$ cat config.mk
export PLATFORM = sky130hd
export DESIGN_NAME = muldiv_seq
export DESIGN_NICKNAME = d
export VERILOG_FILES = /design/src/rtl/muldiv_seq_pkg.sv /design/src/rtl/muldiv_seq.sv
export SDC_FILE = /design/constraint.sdc
export NUM_CORES = 1
export LEC_CHECK = 0
export BUFFER_PORTS_ARGS = -buffer_cell sky130_fd_sc_hd__buf_2
export CAP_MARGIN = 0
export CORE_MARGIN = 2
export CORE_UTILIZATION = 30
export CTS_CLUSTER_DIAMETER = 120
export DETAILED_ROUTE_END_ITERATION = 6
export GPL_ROUTABILITY_DRIVEN = 0
export RECOVER_POWER = 50
export SLEW_MARGIN = 10
export SYNTH_ARGS = -nofsm -noshare
export SYNTH_HDL_FRONTEND = slang
export SYNTH_SLANG_ARGS = --single-unit
export TNS_END_PERCENT = 1
$ cat constraint.sdc
create_clock -name clk -period 3.5 [get_ports clk]
set_clock_uncertainty 0.1 [all_clocks]
set_input_delay 0.35 -clock clk [delete_from_list [all_inputs] [get_ports clk]]
set_output_delay 0.35 -clock clk [all_outputs]
set_load 0.03 [all_outputs]
$ cat src/rtl/muldiv_seq_pkg.sv
// RV32M alucode constants shared with the ALU, plus small decode helpers
// used by the sequential multiply/divide unit.
package muldiv_seq_pkg;

    localparam logic [4:0] ALU_MUL    = 5'h10;
    localparam logic [4:0] ALU_MULH   = 5'h11;
    localparam logic [4:0] ALU_MULHSU = 5'h12;
    localparam logic [4:0] ALU_MULHU  = 5'h13;
    localparam logic [4:0] ALU_DIV    = 5'h14;
    localparam logic [4:0] ALU_DIVU   = 5'h15;
    localparam logic [4:0] ALU_REM    = 5'h16;
    localparam logic [4:0] ALU_REMU   = 5'h17;

    // Codes 0x10..0x17 are the M-extension; anything else yields 0.
    function automatic logic is_m_op(input logic [4:0] op);
        return op[4:3] == 2'b10;
    endfunction

    function automatic logic is_mul_op(input logic [4:0] op);
        return op[4:2] == 3'b100;
    endfunction

    function automatic logic is_rem_op(input logic [4:0] op);
        return op[1];
    endfunction

    function automatic logic x_is_signed(input logic [4:0] op);
        return (op == ALU_MUL) || (op == ALU_MULH) || (op == ALU_MULHSU) ||
               (op == ALU_DIV) || (op == ALU_REM);
    endfunction

    function automatic logic y_is_signed(input logic [4:0] op);
        return (op == ALU_MUL) || (op == ALU_MULH) ||
               (op == ALU_DIV) || (op == ALU_REM);
    endfunction

endpackage

$ cat src/rtl/muldiv_seq.sv
// Multi-cycle RV32M multiply/divide: shift-add multiply, restoring divide,
// one bit per cycle on unsigned magnitudes with a final sign-fix step.
module muldiv_seq
    import muldiv_seq_pkg::*;
(
    input  logic        clk,
    input  logic        rst_n,
    input  logic        req_valid,
    output logic        req_ready,
    input  logic [4:0]  alucode,
    input  logic [31:0] x,
    input  logic [31:0] y,
    input  logic        kill,
    output logic        resp_valid,
    input  logic        resp_ready,
    output logic [31:0] result,
    output logic        busy
);

    typedef enum logic [1:0] {S_IDLE, S_CALC, S_FIX, S_DONE} state_t;

    state_t      state_reg, state_next;
    logic [4:0]  op_reg;
    logic        x_neg_reg, y_neg_reg;
    logic [4:0]  cnt_reg;
    logic [63:0] acc_reg;
    logic [32:0] rem_reg;
    logic [31:0] b_reg;
    logic [31:0] result_reg;
    logic        resp_valid_reg, busy_reg;

    logic        accept;
    logic        x_neg, y_neg;
    logic [31:0] x_mag, y_mag;
    logic        special;
    logic [31:0] special_result;

    assign req_ready  = rst_n && (state_reg == S_IDLE);
    assign accept     = req_valid && req_ready && !kill;
    assign resp_valid = resp_valid_reg;
    assign result     = result_reg;
    assign busy       = busy_reg;

    assign x_neg = x_is_signed(alucode) && x[31];
    assign y_neg = y_is_signed(alucode) && y[31];
    assign x_mag = x_neg ? -x : x;
    assign y_mag = y_neg ? -y : y;

    // Cases whose answer is fixed by the ISA skip the iteration entirely.
    always_comb begin
        special        = 1'b0;
        special_result = 32'd0;
        if (!is_m_op(alucode)) begin
            special = 1'b1;
        end else if (!is_mul_op(alucode) && (y == 32'd0)) begin
            special        = 1'b1;
            special_result = is_rem_op(alucode) ? x : 32'hFFFF_FFFF;
        end else if (((alucode == ALU_DIV) || (alucode == ALU_REM)) &&
                     (x == 32'h8000_0000) && (y == 32'hFFFF_FFFF)) begin
            special        = 1'b1;
            special_result = (alucode == ALU_DIV) ? 32'h8000_0000 : 32'd0;
        end
    end

    // Multiply: high half accumulates, low half holds the multiplier and
    // shifts right so its LSB selects the next add.
    logic [32:0] mul_sum;
    logic [63:0] mul_next;
    assign mul_sum  = {1'b0, acc_reg[63:32]} + (acc_reg[0] ? {1'b0, b_reg} : 33'd0);
    assign mul_next = {mul_sum, acc_reg[31:1]};

    // Divide: low half holds the dividend, which shifts out MSB first while
    // quotient bits shift in at the bottom.
    logic [32:0] div_shift;
    logic [33:0] div_diff;
    logic        div_ge;
    logic [32:0] div_rem_next;
    logic [63:0] div_q_next;
    assign div_shift    = {rem_reg[31:0], acc_reg[31]};
    assign div_diff     = {1'b0, div_shift} - {2'b00, b_reg};
    assign div_ge       = !div_diff[33];
    assign div_rem_next = div_ge ? div_diff[32:0] : div_shift;
    assign div_q_next   = {32'd0, acc_reg[30:0], div_ge};

    logic        neg_out;
    logic [63:0] prod_fixed;
    logic [31:0] quot_fixed, rem_fixed, fix_result;
    assign neg_out    = x_neg_reg ^ y_neg_reg;
    assign prod_fixed = neg_out ? -acc_reg : acc_reg;
    assign quot_fixed = neg_out ? -acc_reg[31:0] : acc_reg[31:0];
    assign rem_fixed  = x_neg_reg ? -rem_reg[31:0] : rem_reg[31:0];

    always_comb begin
        if (op_reg == ALU_MUL)
            fix_result = prod_fixed[31:0];
        else if (is_mul_op(op_reg))
            fix_result = prod_fixed[63:32];
        else if (is_rem_op(op_reg))
            fix_result = rem_fixed;
        else
            fix_result = quot_fixed;
    end

    always_comb begin
        state_next = state_reg;
        case (state_reg)
            S_IDLE: if (accept) state_next = special ? S_DONE : S_CALC;
            S_CALC: if (cnt_reg == 5'd31) state_next = S_FIX;
            S_FIX:  state_next = S_DONE;
            S_DONE: if (resp_ready) state_next = S_IDLE;
            default: state_next = S_IDLE;
        endcase
        if (kill) state_next = S_IDLE;
    end

    always_ff @(posedge clk) begin
        if (!rst_n) begin
            state_reg      <= S_IDLE;
            op_reg         <= 5'd0;
            x_neg_reg      <= 1'b0;
            y_neg_reg      <= 1'b0;
            cnt_reg        <= 5'd0;
            acc_reg        <= 64'd0;
            rem_reg        <= 33'd0;
            b_reg          <= 32'd0;
            result_reg     <= 32'd0;
            resp_valid_reg <= 1'b0;
            busy_reg       <= 1'b0;
        end else begin
            state_reg      <= state_next;
            busy_reg       <= (state_next != S_IDLE);
            resp_valid_reg <= (state_next == S_DONE);
            case (state_reg)
                S_IDLE: if (accept) begin
                    op_reg    <= alucode;
                    x_neg_reg <= x_neg;
                    y_neg_reg <= y_neg;
                    cnt_reg   <= 5'd0;
                    rem_reg   <= 33'd0;
                    acc_reg   <= {32'd0, is_mul_op(alucode) ? y_mag : x_mag};
                    b_reg     <= is_mul_op(alucode) ? x_mag : y_mag;
                    if (special) result_reg <= special_result;
                end
                S_CALC: begin
                    cnt_reg <= cnt_reg + 5'd1;
                    if (is_mul_op(op_reg)) begin
                        acc_reg <= mul_next;
                    end else begin
                        acc_reg <= div_q_next;
                        rem_reg <= div_rem_next;
                    end
                end
                S_FIX: if (!kill) result_reg <= fix_result;
                default: ;
            endcase
        end
    end

endmodule
==> results of run 1 <==
[layout by cell type, fill, tap and decap left out, types with 8 or more instances in the layout]
cell	n
nand2_1	268
and3_1	17
o211ai_1	37
a22oi_1	20
buf_4	136
a311oi_1	31
nor4_1	17
a21oi_1	178
o31ai_1	32
o21ai_1	8
o41ai_1	13
a221oi_1	9
a31oi_1	39
clkbuf_16	17
nand4_1	14
or3_1	24
and2_1	9
xor2_1	91
buf_2	74
o22ai_1	11
o21ai_0	190
a32oi_1	11
a21o_1	26
clkbuf_1	37
o21bai_1	11
a211oi_1	64
nand3_1	26
nor3_1	40
ha_1	70
dfxtp_1	175
mux2i_1	21
nor2b_1	11
nor2_1	217
inv_1	70
o21a_1	8
xnor2_1	104
or4_1	14
nand2b_1	24
[worst min path at each step]
| stage | start | endpoint | slack [ns] | cells after the start |
|---|---|---|---|---|
| final | alucode[4] | op_reg[4]$_SDFFE_PN0P_ | 0.03 | 3 |
| after global routing | alucode[4] | op_reg[4]$_SDFFE_PN0P_ | 0.06 | 3 |
| after CTS | alucode[4] | op_reg[4]$_SDFFE_PN0P_ | 0.03 | 3 |
| after detailed placement | b_reg[16]$_SDFFE_PN0P_ | b_reg[16]$_SDFFE_PN0P_ | 0.35 | 2 |
| after global placement | b_reg[17]$_SDFFE_PN0P_ | b_reg[17]$_SDFFE_PN0P_ | 0.34 | 2 |
| after floorplan | cnt_reg[3]$_SDFFE_PN0P_ | cnt_reg[3]$_SDFFE_PN0P_ | 0.32 | 1 |
[power groups by stage]
stage | Clock [mW] | Sequential [mW] | Combinational, mW
5_1_grt | 2.15 | 2.51 | 9.94
3_5_place_dp | 0 | 2.51 | 8.68
4_1_cts | 2.06 | 2.47 | 8.75
3_3_place_gp | 0 | 2.51 | 8.60
2_1_floorplan | 0 | 2.41 | 4.42
6_report | 2.04 | 2.48 | 9.16
[routing by layer]
metal / vias to the layer above / wire, µm / global-route usage (%)
li1: 8046 / - / -
met1: 8230 / 26100 / 29.9
met2: 783 / 27300 / 35.4
met3: 152 / 4630 / 3.47
met4: 2 / 3360 / 11.7
met5: - / 13 / 0
[cell type report]
class	count	share of cell area, %
flip-flops and latches	176	19.7
multi-input cells	1751	61.5
clock inverters	14	0.880
repair buffers	255	9.27
inverters	72	1.52
clock buffers	18	2.45
well taps	672	4.69
[cells in the mapped netlist, drive strengths merged (4+ instances only)]
master	count
o21a	8
nand3	27
mux2i	21
nand2b	25
nor2b	12
or2	6
o31ai	35
buf	17
a22oi	20
o41ai	15
dfxtp	176
xnor2	105
nor4	21
a32oi	11
and3	17
and2	9
nand3b	6
o211ai	37
or3	28
a311oi	31
a211oi	67
nand2	268
or4	18
nor3	41
a41oi	5
clkbuf	120
a31oi	39
xor2	92
inv	71
o22ai	11
o21ai	198
ha	71
o21bai	11
nor2	220
a21oi	179
a211o	4
a22o	5
o221ai	4
a221oi	10
a21o	26
nand4	15
[metrics by stage]
stage	setup TNS, ns	area [µm²]	worst slack [ns]	hold WS (ns)	cells
6_report	0	17900	0.0648	0.0338	2958
3_3_place_gp	-0.0499	17300	-0.0150	0.341	2926
4_1_cts	0	17900	0.0167	0.0281	2958
3_5_place_dp	-0.439	17300	-0.112	0.350	2926
2_1_floorplan	0	15200	0.268	0.324	2136
5_1_grt	0	17900	0.00107	0.0587	2958
[cell families (layout without fill, tap and decap cells)]
logic type      Yosys count  in the layout
xor+xnor                197            197
flops                   176            176
buf+inv                 209            359
mux                      21             21
fa+ha+maj                73             73
compound gates          737            737
simple gates            723            723
[critical path, cell delays in order (launching register included)]
cell and delay (ns):
dfxtp_2 0.41, inv_1 0.09, ha_1 0.31, a21o_1 0.19, a21o_1 0.17, a21oi_1 0.21, nand2_1 0.13, o2111ai_1 0.30
buf_4 0.17, nand3_1 0.16, a211o_4 0.42, buf_12 0.17, buf_4 0.15, o21ai_0 0.18, o21ai_0 0.10
[timing repair]
action,in CTS,in global routing
setup buffers,0,0
gates resized for setup,0,16
hold buffers,0,0
setup endpoints to repair,0,18
hold endpoints to repair,0,0
==> impl_metrics.csv, run 1 <==
group,metric,value,unit
status,status,"finished, violations left",
status,violations,"DRC, capacitance limit, slew limit",
layout,largest_reg_flops,64,
drt,vias,17200,
layout,layout-drive-gt1-share,13.0,%
pwr,power_frac_seq,18.2,%
yosys,synth_top_area_share,23.1,%
floorplan,fp.dieH,229,µm
drt,wl,61300,µm
layout,post-route-util,35.7,%
timing,max_freq,291,MHz
drt,vias_per_cell,5.82,
clocking,htree_levels,4,
global_routing,grt_use_total,22.6,%
setup_path,r2r-start,"b_reg[6]$_SDFFE_PN0P_",
yosys,syn_avg_cell_area,7.13,µm²
yosys,syn_area,0.0152,mm²
layout,diodes,0,
layout,fillers,5279,
drt,wl_per_cell,20.7,µm
setup_path,crit_path_start,"b_reg[6]$_SDFFE_PN0P_",
yosys,synth-edff-count,0,
floorplan,pin_count,109,
clocking,cts_tree,"done",
timing,report.final.slew_viol_count,17,
pwr,total_power,13.7,mW
setup_path,crit_end,"rem_reg[1]$_SDFFE_PN0P_",
drt,firstDrtPassIters,7,
clocking,cts_made_buffers,17,
global_routing,antenna_found_initial,1,
setup_path,worst-setup-path-type,"reg2reg",
pwr,p_switching,6.34,mW
timing,setup_viol,0,
setup_path,startpoint_type,"flip-flop",
pwr,power.density,764,mW/mm²
global_routing,grt_pass1_wl,92900,µm
yosys,yosysWarnings,0,
setup_path,cp_max_fo,18,
clocking,clk_pin_slew,0.08,ns
yosys,synth_top_family_by_area,"compound AO/OA/AOI/OAI gates",
yosys,synth_area_leaders,"dfxtp_1 23%, nand2_1 6.6%, o21ai_0 6.3%",
pwr,switching_share,46.3,%
layout,synthToLayoutAreaGrowth,17.7,%
yosys,synth_largest_area_cell,"dfxtp_1",
setup_path,worstPathRequired,3.73,ns
yosys,yosys.area_share.simple,21.8,%
layout,regArea,0.00352,mm²
setup_path,rrSetupSlack,0.06,ns
timing,rsz0062_at_grt,"yes",
timing,min_period_over_period,98.1,%
timing,hold_viol,0,
yosys,yosys.area_share.adder,6.10,%
clocking,insertion_delay,0.48,ns
yosys,ys.flop_type,"dfxtp_1",
pwr,combPwrFrac,66.9,%
yosys,async_flop_share,0,%
yosys,ys_seq_area_share,23.1,%
timing,slew_headroom,-14.5,%
clocking,clock_path_buffers,2,
floorplan,placementRows,82,
yosys,synthMuxAreaShare,1.38,%
yosys,synth-compound-area-share,30.9,%
layout,multi_input_area,0.0110,mm²
yosys,syn_nets,2283,
place,port_buffers,108,
setup_path,cp.arrival,3.67,ns
floorplan,core_area,0.0502,mm²
clocking,cts_num_sinks,176,
layout,layout.nets,2420,
run,max_cap_viol_count,1,
drt,postRouteAntennaNets,0,
pwr,clockPowerShare,14.9,%
drt,drt_iter0_drc,1984,
place,place_hpwl,48300,µm
setup_path,endpoint_kind,"flip-flop",
floorplan,initial_core_util,30.3,%
yosys,yosys.area_share.xor_xnor,11.3,%
global_routing,grt_start_max_net_pins,80,
timing,tightest_slew,1.71,ns
drt,route.detailed.drc,4,
worst_hold_path,hold_path_class,"in2reg",
yosys,yosysUniqueCellTypes,79,
floorplan,fp.dieW,229,µm
yosys,synth_seq_cells,176,
clocking,clockRootBuffer,"clkbuf_16",
pwr,internal_power,7.35,mW
pwr,leakage,6.83,nW
timing,layout_min_cycle_time,3.44,ns
global_routing,gr-total-overflow,0,
pwr,vdd_drop_max,0.818,mV
setup_path,rr_endpoint,"rem_reg[1]$_SDFFE_PN0P_",
yosys,postSynthCellCount,2136,
floorplan,die-area,0.0526,mm²
global_routing,grt_pass1_vias,15900,
setup_path,ff2ff_path_depth,14,
Power figures use the tool's default switching activity.
==> run 2: changes to the inputs <==
--- a/config.mk
+++ b/config.mk
@@ -7,11 +7,11 @@
 export LEC_CHECK = 0
 export BUFFER_PORTS_ARGS = -buffer_cell sky130_fd_sc_hd__buf_2
 export CAP_MARGIN = 0
+export CORE_ASPECT_RATIO = 1.25
 export CORE_MARGIN = 2
 export CORE_UTILIZATION = 30
 export CTS_CLUSTER_DIAMETER = 120
 export DETAILED_ROUTE_END_ITERATION = 6
-export GPL_ROUTABILITY_DRIVEN = 0
 export RECOVER_POWER = 50
 export SLEW_MARGIN = 10
 export SYNTH_ARGS = -nofsm -noshare
==> run 2 against run 1 <==
The run now ends clean. Via count decreased by 0.35%. Flip-flop and latch count unchanged. Worst hold slack got worse by 0.0022 ns. Routed wire length increased by 5.3%. Register-to-register slack improved by 0.08 ns. Count of clock-buffer cells in the layout increased by 1. First-iteration DRC count decreased by 15%. Design area increased by 1.4%. Setup slack improved by 0.077 ns. Sequential share of layout area decreased by 0.27 points. Final cell count increased by 0.34%. Critical path type unchanged.
==> impl_metrics.csv, run 2 (synthesis gave the netlist of run 1 again) <==
group,metric,value,unit
status,status,"finished clean",
drt,route.detailed.drc,0,
timing,layout_min_cycle_time,3.36,ns
setup_path,path_common_cell,"buf_4",
global_routing,gr-total-overflow,0,
setup_path,worstPathRequired,3.72,ns
clocking,clock_path_buffers,2,
place,port_buffers,108,
timing,setup_viol,0,
global_routing,grt_start_max_net_pins,65,
floorplan,pin_count,109,
setup_path,path_depth,11,
layout,layout_commonest_cell,"nand2_1",
setup_path,endpoint_kind,"flip-flop",
layout,fillers,5317,
setup_path,ff2ff_path_depth,11,
global_routing,grt_use_total,24.0,%
floorplan,placementRows,92,
global_routing,grt_pass1_wl,97500,µm
setup_path,rrSetupSlack,0.14,ns
floorplan,fp.dieH,256,µm
global_routing,grt_pass1_vias,16300,
worst_hold_path,worstHoldStart,"alucode[3]",
clocking,cts_tree,"done",
clocking,clk_pin_slew,0.08,ns
setup_path,cp.arrival,3.58,ns
drt,wl,64600,µm
layout,multi_input_area,0.0110,mm²
setup_path,worst-setup-path-type,"reg2reg",
drt,vias,17200,
global_routing,antenna_found_initial,3,
place,dpl_cell_area,0.0175,mm²
clocking,cts_num_sinks,176,
place,place_congestion,0.995,
timing,max_freq,298,MHz
setup_path,cpPeakStageDelay,0.62,ns
layout,post-route-util,36.1,%
floorplan,initial_core_util,30.3,%
timing,rsz0062_at_grt,"yes",
worst_hold_path,hold_depth,3,
layout,layout.nets,2442,
worst_hold_path,holdPathEnd,"op_reg[3]$_SDFFE_PN0P_",
setup_path,cp.buffers_inverters,2,
timing,min_period_over_period,95.9,%
layout,most-common-layout-cells,"268 x nand2_1, 219 x nor2_1, 191 x o21ai_0",
setup_path,worstPathCellList,"or4_1 > nor4_4 > buf_4 > nand3_2 > or3_1 > o31ai_1 > xor2_1 > a21oi_1 > o21ai_0 > buf_4 > o21ai_1",
drt,drt_iter0_drc,1696,
clocking,post_cts_buffers,0,
place,place_hpwl,50700,µm
timing,holdWs,0.0316,ns
timing,report.final.slew_viol_count,0,
floorplan,die-area,0.0526,mm²
clocking,htree_levels,4,
drt,firstDrtPassIters,6,
setup_path,rr_endpoint,"result[29]$_SDFFE_PN0P_",
layout,regArea,0.00352,mm²
clocking,insertion_delay,0.47,ns
timing,tightest_slew,1.23,ns
drt,wl_per_cell,21.8,µm
layout,final_area,0.0182,mm²
drt,vias_per_cell,5.78,
timing,slew_headroom,18.3,%
worst_hold_path,hold_path_class,"in2reg",
pwr,power.density,793,mW/mm²
setup_path,slowest_stage,"or4_1",
floorplan,fp.dieW,205,µm
pwr,vdd_drop_max,0.896,mV
layout,largest_reg_flops,64,
clocking,cts_made_buffers,17,
clocking,ctsHoldBuffers,0,
setup_path,r2r-start,"acc_reg[18]$_SDFFE_PN0P_",
clocking,clockRootBuffer,"clkbuf_16",
layout,synthToLayoutAreaGrowth,19.3,%
setup_path,crit_family,"simple AND/OR/NAND/NOR gates",
setup_path,cp_max_fo,6,
run,max_cap_viol_count,0,
setup_path,startpoint_type,"flip-flop",
layout,layout-drive-gt1-share,13.5,%
pwr,leakage,6.98,nW
floorplan,core_area,0.0503,mm²
timing,hold_viol,0,
drt,postRouteAntennaNets,0,
[run 2: what timing repair did]
item,CTS,global route
endpoints found under the hold margin,0,0
endpoints found under the setup margin,0,28
gates resized for setup,0,17
[run 2: metal layers]
layer / up-vias / GRT usage [%] / part of all wire, % / wire [µm]
met5: - / 0 / 0.012 / 8
met4: 2 / 14.7 / 6.2 / 4030
met3: 176 / 3.22 / 5.9 / 3810
met2: 745 / 39.2 / 47 / 30200
met1: 8149 / 29.6 / 41 / 26500
li1: 8080 / - / - / -
[run 2: how the worst max path moves through the flow]
stage | from | to | slack, ns
floorplan | x[17] | acc_reg[27]$_SDFFE_PN0P_ | 0.27
global placement | x[17] | acc_reg[31]$_SDFFE_PN0P_ | -0.1
detailed placement | x[17] | acc_reg[31]$_SDFFE_PN0P_ | -0.15
CTS | acc_reg[0]$_SDFFE_PN0P_ | acc_reg[61]$_SDFFE_PN0P_ | 0.08
global route | acc_reg[0]$_SDFFE_PN0P_ | acc_reg[50]$_SDFFE_PN0P_ | -0.03
finish | acc_reg[18]$_SDFFE_PN0P_ | result[29]$_SDFFE_PN0P_ | 0.14
[run 2: metrics by stage]
step	worst slack [ns]	TNS (ns)	power, mW	std cells
finish	0.142	0	14.4	2968
global route	-0.0254	-0.0574	15.3	2968
CTS	0.0805	0	14.2	2966
detailed placement	-0.145	-0.147	11.9	2934
global placement	-0.0952	-0.0952	11.8	2934
floorplan	0.268	0	6.83	2136
[run 2: final cells by class]
type                            count  share of cell area (%)
Timing Repair Buffer              277                    10.1
Sequential cell                   176                    19.4
Antenna cell                        2                  0.0275
Clock buffer                       19                    2.49
Tap cell                          658                    4.53
Inverter                           72                    1.49
Clock inverter                     13                    1.22
Multi-Input combinational cell   1751                    60.7
[run 2: report_power, final]
| group | total, mW | internal [mW] | switching (mW) |
|---|---|---|---|
| Clock | 2.29 | 1.32 | 0.966 |
| Combinational | 9.65 | 4.41 | 5.24 |
| Sequential | 2.46 | 2.20 | 0.254 |
[run 2: worst min-delay path, cell delays in order]
cell and delay [ns]:
buf_2 0.11, nand2_1 0.05, a21oi_1 0.05
==> run 3: changes to the inputs <==
--- a/config.mk
+++ b/config.mk
@@ -9,9 +9,10 @@
 export CAP_MARGIN = 0
 export CORE_ASPECT_RATIO = 1.25
 export CORE_MARGIN = 2
-export CORE_UTILIZATION = 30
+export CORE_UTILIZATION = 62
 export CTS_CLUSTER_DIAMETER = 120
 export DETAILED_ROUTE_END_ITERATION = 6
+export PLACE_DENSITY = 0.82
 export RECOVER_POWER = 50
 export SLEW_MARGIN = 10
 export SYNTH_ARGS = -nofsm -noshare
==> run 3 against run 2 <==
The run now ends with DRC, capacitance limit, slew limit left. Worst hold slack better by 0.051 ns. Non-clock buffer count is 26 lower. Design area is 3.9% lower. Clock power fell by 10%. Routed wire length down 5.8%. Sequential share of layout area is 0.77 points higher. Via count increased by 4.6%. Global-route usage increased by 23 points. Combinational power is 8.9% lower. Flip-flop and latch count stayed put. Count of clock-buffer cells in the layout down 1. Total power shrank 7.3%.
==> impl_metrics.csv, run 3 (synthesis gave the netlist of run 1 again) <==
group,metric,value,unit
status,status,"finished, violations left",
status,violations,"DRC, capacitance limit, slew limit",
setup_path,slowest_stage,"a221oi_1",
clocking,clk_pin_slew,0.07,ns
timing,layout_min_cycle_time,3.40,ns
layout,most-common-layout-cells,"268 x nand2_1, 219 x nor2_1, 191 x o21ai_0",
setup_path,worst-setup-path-type,"reg2reg",
pwr,leakage,6.80,nW
clocking,clockRootBuffer,"clkbuf_16",
timing,max_freq,294,MHz
timing,tightest_slew,1.57,ns
floorplan,initial_core_util,62.5,%
floorplan,fp.dieH,179,µm
layout,fillers,2096,
drt,vias,17900,
drt,wl,60900,µm
timing,rsz0062_at_grt,"yes",
worst_hold_path,hold_depth,3,
worst_hold_path,hold_path_class,"in2reg",
global_routing,gr-total-overflow,0,
global_routing,grt_pass1_wl,91500,µm
setup_path,endpoint_kind,"flip-flop",
floorplan,pin_count,109,
drt,firstDrtPassIters,7,
layout,layout_commonest_cell,"nand2_1",
setup_path,worstPathCellList,"or3_1 > or3_1 > or3_1 > or3_1 > o31ai_1 > xnor2_1 > nand2_1 > a221oi_1 > o22ai_1 > nor2_1",
run,max_cap_viol_count,1,
floorplan,placementRows,64,
global_routing,grt_use_total,46.6,%
layout,synthToLayoutAreaGrowth,14.7,%
worst_hold_path,holdPathEnd,"op_reg[4]$_SDFFE_PN0P_",
timing,hold_viol,0,
layout,layout-drive-gt1-share,12.5,%
clocking,ctsHoldBuffers,0,
worst_hold_path,worstHoldStart,"alucode[4]",
setup_path,r2r-start,"rem_reg[14]$_SDFFE_PN0P_",
clocking,clock_path_buffers,2,
clocking,cts_tree,"done",
global_routing,grt_pass1_vias,16200,
drt,postRouteAntennaNets,0,
clocking,cts_made_buffers,17,
floorplan,core_area,0.0243,mm²
drt,wl_per_cell,23.2,µm
timing,report.final.slew_viol_count,36,
global_routing,grt_start_max_net_pins,64,
pwr,vdd_drop_max,1.08,mV
setup_path,cp.arrival,3.69,ns
layout,post-route-util,71.7,%
timing,min_period_over_period,97.1,%
pwr,power.density,764,mW/mm²
layout,layout.nets,2416,
drt,vias_per_cell,6.85,
floorplan,die-area,0.0258,mm²
setup_path,cpPeakStageDelay,0.46,ns
place,place_hpwl,45700,µm
place,port_buffers,108,
pwr,total_power,13.3,mW
setup_path,startpoint_type,"flip-flop",
drt,route.detailed.drc,4,
drt,drt_iter0_drc,2133,
clocking,insertion_delay,0.46,ns
timing,setup_viol,0,
global_routing,antenna_found_initial,8,
setup_path,rr_endpoint,"result[31]$_SDFFE_PN0P_",
setup_path,ff2ff_path_depth,10,
floorplan,fp.dieW,144,µm
setup_path,path_common_cell,"or3_1",
clocking,htree_levels,4,
setup_path,worstPathRequired,3.79,ns
setup_path,rrSetupSlack,0.1,ns
place,place_congestion,1.07,
timing,slew_headroom,-4.97,%
clocking,post_cts_buffers,0,
setup_path,cp_max_fo,5,
layout,largest_reg_flops,64,
clocking,cts_num_sinks,176,
clocking,postCtsResizedCells,0,
run 3: changes by cell type in the layout (fill, tap and decap cells not counted), moves of 3 or more:
cell        before  now
buf_4          151  131
diode_2          2    8
buf_12           8    4
clkbuf_1        43   40
clkinvlp_4       0    3
run 3: power by group:
group          total (mW)  internal, mW  leakage [nW]  switching [mW]
sequential           2.50          2.20          1.43           0.301
combinational        8.79          3.84          5.08            4.95
clock                2.05          1.13         0.288           0.913
total                13.3          7.18          6.80            6.17
run 3: per-layer routing:
layer | up-vias | wire [µm] | GRT usage [%]
met1 | 8292 | 22300 | 53.8
met3 | 362 | 7130 | 16.7
met5 | - | 54 | 0.607
met4 | 8 | 4850 | 32.1
met2 | 1224 | 26500 | 71.7
li1 | 8052 | - | -
run 3: how the worst max path moves through the flow:
| stage | from | end | slack [ns] | cells past startpoint |
|---|---|---|---|---|
| final | rem_reg[14]$_SDFFE_PN0P_ | result[31]$_SDFFE_PN0P_ | 0.1 | 10 |
| after global routing | rem_reg[0]$_SDFFE_PN0P_ | result[26]$_SDFFE_PN0P_ | -0.03 | 11 |
| after CTS | acc_reg[0]$_SDFFE_PN0P_ | acc_reg[61]$_SDFFE_PN0P_ | 0.07 | 13 |
| after detailed placement | x[17] | acc_reg[27]$_SDFFE_PN0P_ | -0.04 | 10 |
| after global placement | x[17] | acc_reg[31]$_SDFFE_PN0P_ | 0.04 | 10 |
| after floorplan | x[17] | acc_reg[27]$_SDFFE_PN0P_ | 0.27 | 9 |
run 3: layout make-up:
type                       instances  area [µm²]  area share, %
clock inverter                    14         179           1.02
timing repair buffer             251        1600           9.15
antenna                            8        20.0          0.115
sequential                       176        3520           20.2
clock buffer                      18         429           2.46
multi-input combinational       1751       11000           63.2
tap                              330         413           2.36
inverter                          72         270           1.55
run 3: worst max-delay path, delay by kind of cell (launching register included):
kind | cells | cell delay [ns]
xor gates and xnor gates | 1 | 0.17
DFF | 1 | 0.40
and+or+nand+nor | 6 | 1.76
AOI/OAI and AO/OA | 3 | 0.91
run 3: stage by stage:
stage	hold WS, ns	setup slack, ns	TNS (ns)	area, µm²	instances
floorplan	0.324	0.268	0	15200	2136
CTS	0.0711	0.0653	0	17400	2612
global placement	0.340	0.0403	0	16800	2580
finish	0.0825	0.100	0	17500	2620
detailed placement	0.344	-0.0446	-0.0559	16800	2580
global route	0.0941	-0.0290	-0.0549	17500	2615
